### src/rtl/sr_drv_pkg.sv
// Shared definitions for the SR latch driver: FSM state encoding and feedback match helper.
// Used by sr_latch_driver and by anything that observes its state for coverage.
// No ports; constants and one pure function only.
package sr_drv_pkg;

  // FSM state encoding (3-bit)
  localparam logic [2:0] ST_IDLE   = 3'd0;
  localparam logic [2:0] ST_PULSE  = 3'd1;
  localparam logic [2:0] ST_SETTLE = 3'd2;
  localparam logic [2:0] ST_CHECK  = 3'd3;
  localparam logic [2:0] ST_DONE   = 3'd4;

  // Feedback comparison results
  localparam logic FB_MATCH    = 1'b1;
  localparam logic FB_MISMATCH = 1'b0;

  // The latch holds the requested value only when q equals it and q_dot is its
  // complement; q == q_dot (both driven or both released) is never a match.
  function automatic logic fb_match(input logic qs, input logic qds, input logic val);
    return ((qs == val) && (qds == ~val)) ? FB_MATCH : FB_MISMATCH;
  endfunction

endpackage

### src/rtl/sr_latch_driver_sync2.sv
// Two-flop synchronizer for one asynchronous level signal.
// Latency: 2 clock edges from d to q; reset_n clears both stages to 0.
// Ports: clock, reset_n (async active-low), d (async in), q (synchronized out).
module sync2 (
  input  logic clock,
  input  logic reset_n,
  input  logic d,
  output logic q
);

  logic meta_q;
  logic sync_q;

  always_ff @(posedge clock or negedge reset_n) begin
    if (!reset_n) begin
      meta_q <= 1'b0;
      sync_q <= 1'b0;
    end else begin
      meta_q <= d;
      sync_q <= meta_q;
    end
  end

  assign q = sync_q;

endmodule

### src/rtl/sr_latch_driver.sv
// Drives a cross-coupled SR latch: width-controlled, mutually exclusive s/r pulses,
// synchronized q/q_dot readback, bounded retries, done/err completion pulse.
// Latency: done P+S+4 cycles after handshake (1 if already matching), +P+S+3 per retry.
// Backpressure: req_ready high only in IDLE; requests outside IDLE are ignored.
// Ports: clock, reset_n, req_valid/req_ready/req_value (request), s/r (latch drive),
//        q_fb/q_dot_fb (async readback), done/err (completion).
module sr_latch_driver
  import sr_drv_pkg::*;
#(
  parameter int PULSE_CYCLES  = 2,
  parameter int SETTLE_CYCLES = 1,
  parameter int MAX_RETRY     = 2,
  parameter int CNT_W         = 4
) (
  input  logic clock,
  input  logic reset_n,
  input  logic req_valid,
  output logic req_ready,
  input  logic req_value,
  output logic s,
  output logic r,
  input  logic q_fb,
  input  logic q_dot_fb,
  output logic done,
  output logic err
);

  localparam int RTY_W = (MAX_RETRY < 1) ? 1 : $clog2(MAX_RETRY + 1);

  logic             qs;
  logic             qds;

  logic [2:0]       state_q, state_d;
  logic             val_q, val_d;
  logic [CNT_W-1:0] cnt_q, cnt_d;
  logic [RTY_W-1:0] retry_q, retry_d;
  logic             s_q, s_d;
  logic             r_q, r_d;
  logic             done_q, done_d;
  logic             err_q, err_d;
  logic             ready_q, ready_d;

  sync2 u_sync_q (
    .clock   (clock),
    .reset_n (reset_n),
    .d       (q_fb),
    .q       (qs)
  );

  sync2 u_sync_qd (
    .clock   (clock),
    .reset_n (reset_n),
    .d       (q_dot_fb),
    .q       (qds)
  );

  always_comb begin
    state_d = state_q;
    val_d   = val_q;
    cnt_d   = cnt_q;
    retry_d = retry_q;
    err_d   = 1'b0;

    case (state_q)
      ST_IDLE: begin
        if (req_valid && ready_q) begin
          val_d   = req_value;
          retry_d = '0;
          // Already holding the requested value: complete without pulsing.
          if (fb_match(qs, qds, req_value) == FB_MATCH) begin
            state_d = ST_DONE;
          end else begin
            state_d = ST_PULSE;
            cnt_d   = CNT_W'(PULSE_CYCLES - 1);
          end
        end
      end
      ST_PULSE: begin
        if (cnt_q == '0) begin
          state_d = ST_SETTLE;
          // Settle window also covers the two synchronizer stages.
          cnt_d   = CNT_W'(SETTLE_CYCLES + 1);
        end else begin
          cnt_d = cnt_q - CNT_W'(1);
        end
      end
      ST_SETTLE: begin
        if (cnt_q == '0) begin
          state_d = ST_CHECK;
        end else begin
          cnt_d = cnt_q - CNT_W'(1);
        end
      end
      ST_CHECK: begin
        if (fb_match(qs, qds, val_q) == FB_MATCH) begin
          state_d = ST_DONE;
        end else if (retry_q < RTY_W'(MAX_RETRY)) begin
          retry_d = retry_q + RTY_W'(1);
          state_d = ST_PULSE;
          cnt_d   = CNT_W'(PULSE_CYCLES - 1);
        end else begin
          state_d = ST_DONE;
          err_d   = 1'b1;
        end
      end
      ST_DONE: begin
        state_d = ST_IDLE;
      end
      default: begin
        state_d = ST_IDLE;
      end
    endcase

    // Outputs registered from the next state so they line up with state_q.
    // s and r share one PULSE term gated by opposite polarities of val, so
    // they can never be high together.
    s_d     = (state_d == ST_PULSE) && val_d;
    r_d     = (state_d == ST_PULSE) && !val_d;
    done_d  = (state_d == ST_DONE);
    ready_d = (state_d == ST_IDLE);
  end

  always_ff @(posedge clock or negedge reset_n) begin
    if (!reset_n) begin
      state_q <= ST_IDLE;
      val_q   <= 1'b0;
      cnt_q   <= '0;
      retry_q <= '0;
      s_q     <= 1'b0;
      r_q     <= 1'b0;
      done_q  <= 1'b0;
      err_q   <= 1'b0;
      ready_q <= 1'b1;
    end else begin
      state_q <= state_d;
      val_q   <= val_d;
      cnt_q   <= cnt_d;
      retry_q <= retry_d;
      s_q     <= s_d;
      r_q     <= r_d;
      done_q  <= done_d;
      err_q   <= err_d;
      ready_q <= ready_d;
    end
  end

  assign s         = s_q;
  assign r         = r_q;
  assign done      = done_q;
  assign err       = err_q;
  assign req_ready = ready_q;

endmodule
### config.mk
export PLATFORM = sky130hd
export DESIGN_NAME = sr_latch_driver
export DESIGN_NICKNAME = d
export VERILOG_FILES = /design/src/rtl/sr_drv_pkg.sv /design/src/rtl/sr_latch_driver_sync2.sv /design/src/rtl/sr_latch_driver.sv
export SDC_FILE = /design/constraint.sdc
export NUM_CORES = 1
export LEC_CHECK = 0
export CAP_MARGIN = 20
export CORE_MARGIN = 1
export CORE_UTILIZATION = 35
export DETAILED_ROUTE_END_ITERATION = 16
export PLACE_DENSITY = 0.55
export SYNTH_ARGS = -nofsm -noshare
export SYNTH_HDL_FRONTEND = slang
export SYNTH_SLANG_ARGS = --single-unit
### constraint.sdc
create_clock -name clock -period 2 [get_ports clock]
set_clock_uncertainty 0.2 [all_clocks]
set_input_delay 0.4 -clock clock [delete_from_list [all_inputs] [get_ports clock]]
set_output_delay 0.4 -clock clock [all_outputs]
set_load 0.02 [all_outputs]
==> impl_metrics.py <==
metrics = {
    "synth": {
        "syn_nets": 98,
        "synthMuxAreaShare": 0.0120,
        "synthFlopType": "dfrtp_1",
        "synth_xor_xnor_area_share": 0,
        "synth_top_family_by_area": "compound AO/OA/AOI/OAI gates",
        "avgSynthCellArea_sq_um": 10.4,
        "synth_area_sq_um": 935,
        "synth-edff-count": 0,
        "yosysUniqueCellTypes": 38,
        "synth_compound_area_frac": 0.209,
        "synth_cells": 90,
        "synth_async_sr_flop_share": 1.00,
        "yosys_register_bits": 19,
        "ys_warn_count": 0,
        "seq_area_frac_synth": 0.510,
        "synth_fa_ha_area_frac": 0.0268,
        "synth-simple-area-share": 0.202,
    },
    "worst_setup_path": {
        "arrival_ps": 2010,
        "path_cells": "inv_2 -> ha_4 -> nor3b_4 -> and2_4 -> a2111o_1 -> o32ai_2 -> a21oi_1",
        "cpPeakStageDelay_ps": 490,
        "crit_path_end_kind": "flip-flop",
        "critPathLaunchType": "flip-flop",
        "slowest_stage": "a2111o_1",
        "critPathMaxFanout": 8,
        "worstPathRequired_ps": 1990,
        "worstSetupPathType": "reg -> reg",
        "crit_family": "compound AO/OA/AOI/OAI gates",
        "crit_buf_inv": 1,
    },
    "clocking": {
        "ctsHoldBuffers": 0,
        "cts.sinks": 19,
        "root_buffer": "clkbuf_4",
        "cts_tree": "done",
        "insertion_delay_ps": 300,
        "cts.clk_slew.worst_paths_ps": 120,
        "cts_buffers": 3,
        "htreeDepth": 1,
        "clockBufferDepth": 2,
    },
    "timing": {
        "slew_headroom": 0.791,
        "clock.fmax_ghz": 0.495,
        "fin_crit_sh": 1.01,
        "fin_hold_ws_ps": 161,
        "fin_ws_ps": -18.7,
        "post-route-min-period_ps": 2020,
        "maxSlewViolCount": 0,
        "setup_tns_ps": -18.7,
        "tightestPinTransition_ps": 314,
        "rsz0062_at_grt": "true",
        "setup_violations": 1,
        "hold_viol": 0,
    },
    "detailed_routing": {
        "via_count": 734,
        "drt_pass1_iterations": 4,
        "final_antenna_net_count": 0,
        "drt-total-wl_microns": 1830,
        "viasPerCell": 5.10,
        "drtIter0Drc": 6,
        "drc": 0,
        "wl_per_cell_microns": 12.7,
    },
    "power": {
        "swShare": 0.393,
        "seqPwrFrac": 0.368,
        "p_clk_frac": 0.117,
        "p_comb_frac": 0.515,
        "p_int_mw": 1.02,
        "p_leak_nw": 0.532,
        "vdd_drop_max_uv": 755,
        "power_density_nw_per_um2": 1400,
        "switchingPower_uw": 659,
    },
    "run": {
        "cap_violations": 0,
    },
    "layout": {
        "fin_area_sq_um": 1200,
        "fin_cells": 144,
        "drive_gt1_frac": 0.237,
        "mostFrequentLayoutCells": "dfrtp_1 (18), buf_4 (12), clkdlybuf4s50_1 (8)",
        "area_growth_pct": 28.1,
        "final_common_cell": "dfrtp_1",
        "fin_nets": 123,
        "n_antenna_cell": 0,
    },
    "placement": {
        "dp_cells": 139,
        "dp_hpwl_microns": 1350,
        "portBuffers": 10,
        "place_area_sq_um": 1140,
        "gp_congestion": 0.791,
        "pre_cts_ws_ps": -290,
    },
    "die": {
        "core-area_sq_um": 2500,
        "num_rows": 18,
        "io_pins": 11,
        "start_util": 0.374,
        "die_x_microns": 53.7,
        "die_area_sq_um": 2880,
        "die_h_microns": 53.7,
    },
    "grt": {
        "antenna_found_initial": 0,
        "grt.total_usage": 0.162,
        "grt_pass1_wl_microns": 3230,
        "grt_start_max_net_pins": 20,
        "grt-ovfl-total": 0,
        "grt_pass1_vias": 748,
    },
    "outcome": {
        "status": "complete, but fails checks",
        "violations": "negative setup slack",
    },
    "hold_path": {
        "hp-class": "reg -> reg",
    },
}
Yosys cell counts (all sizes together) (2+ instances only):
library cell,number,area share
nor2,7,0.028
ha,2,0.027
dfrtp,18,0.48
nand2,4,0.016
a21o,2,0.016
buf,2,0.016
a211oi,2,0.021
o21ai,6,0.032
a21oi,6,0.032
inv,6,0.024
nand2b,3,0.020
nand3b,3,0.024
nor3,4,0.021
a31oi,3,0.027
nor2b,2,0.013
worst register-to-register path: cells and delay by family (launching register included):
kind | cells | cell delay (ps)
AOI/OAI and AO/OA | 3 | 790
DFF | 1 | 390
and+or+nand+nor | 2 | 310
adders and majority gates | 1 | 150
buffers and inverters | 1 | 60
area by class of cell:
class | instances | area, sq um
tap | 30 | 37.5
inverter | 6 | 22.5
clock buffer | 4 | 26.3
multi-input combinational | 63 | 447
sequential | 19 | 477
fill | 242 | 1300
timing repair buffer | 22 | 188
cell families after synthesis:
logic type,after synthesis
buffers and inverters,8
flip-flops,19
adder cells (fa/ha/maj),2
multiplexers,1
AO/OA/AOI/OAI,27
AND/OR/NAND/NOR,33
per-layer routing:
| layer | track usage | vias up | wire length [microns] |
|---|---|---|---|
| met3 | 0.0650 | 2 | 88 |
| met4 | 0.0395 | 0 | 15 |
| met1 | 0.197 | 348 | 877 |
| met5 | 0 | - | 0 |
| li1 | - | 366 | - |
| met2 | 0.265 | 18 | 853 |
path summary, 6_finish.rpt:
| kind | cells past startpoint | start | end | slack, ps |
|---|---|---|---|---|
| setup / recovery | 7 | cnt_q[1]$_DFFE_PN0P_ | cnt_q[0]$_DFFE_PN0P_ | -20 |
| setup reg to reg | 7 | cnt_q[1]$_DFFE_PN0P_ | cnt_q[0]$_DFFE_PN0P_ | -20 |
| hold / removal | 0 | u_sync_q.meta_q$_DFF_PN0_ | u_sync_q.q$_DFF_PN0_ | 160 |
| hold reg to reg | 0 | u_sync_q.meta_q$_DFF_PN0_ | u_sync_q.q$_DFF_PN0_ | 160 |
| min in group asynchronous | 2 | reset_n | retry_q[0]$_DFFE_PN0P_ | 210 |
| max in group asynchronous | 2 | reset_n | req_ready$_DFF_PN1_ | 1130 |
flip-flops by register name (all words and copies together), names as in the netlist:
register / cells
s: 1
val_q: 1
u_sync_qd.meta_q: 1
err: 1
u_sync_q.meta_q: 1
r: 1
retry_q: 2
req_ready: 1
state_q: 3
u_sync_q.q: 1
cnt_q: 4
u_sync_qd.q: 1
done: 1
per-stage QoR:
step	power, mW	utilization
2_1_floorplan	1.15	-
3_3_place_gp	1.42	0.456
3_5_place_dp	1.44	0.456
4_1_cts	1.64	0.468
5_1_grt	1.84	0.479
6_report	1.68	0.479
timing repair:
action                     in CTS  in global routing
buffers inserted                0                  2
setup endpoints to repair       5                  4
gates resized for setup         5                  4
pin swaps                       2                  4
power groups by stage:
stage               Combinational [mW]  Clock [mW]  Sequential [mW]
floorplan                        0.545           0            0.610
global placement                 0.810           0            0.610
detailed placement               0.826           0            0.617
CTS                              0.826       0.204            0.614
global route                     0.975       0.225            0.637
finish                           0.864       0.197            0.617
No activity file was read; power rests on OpenSTA's default activity.
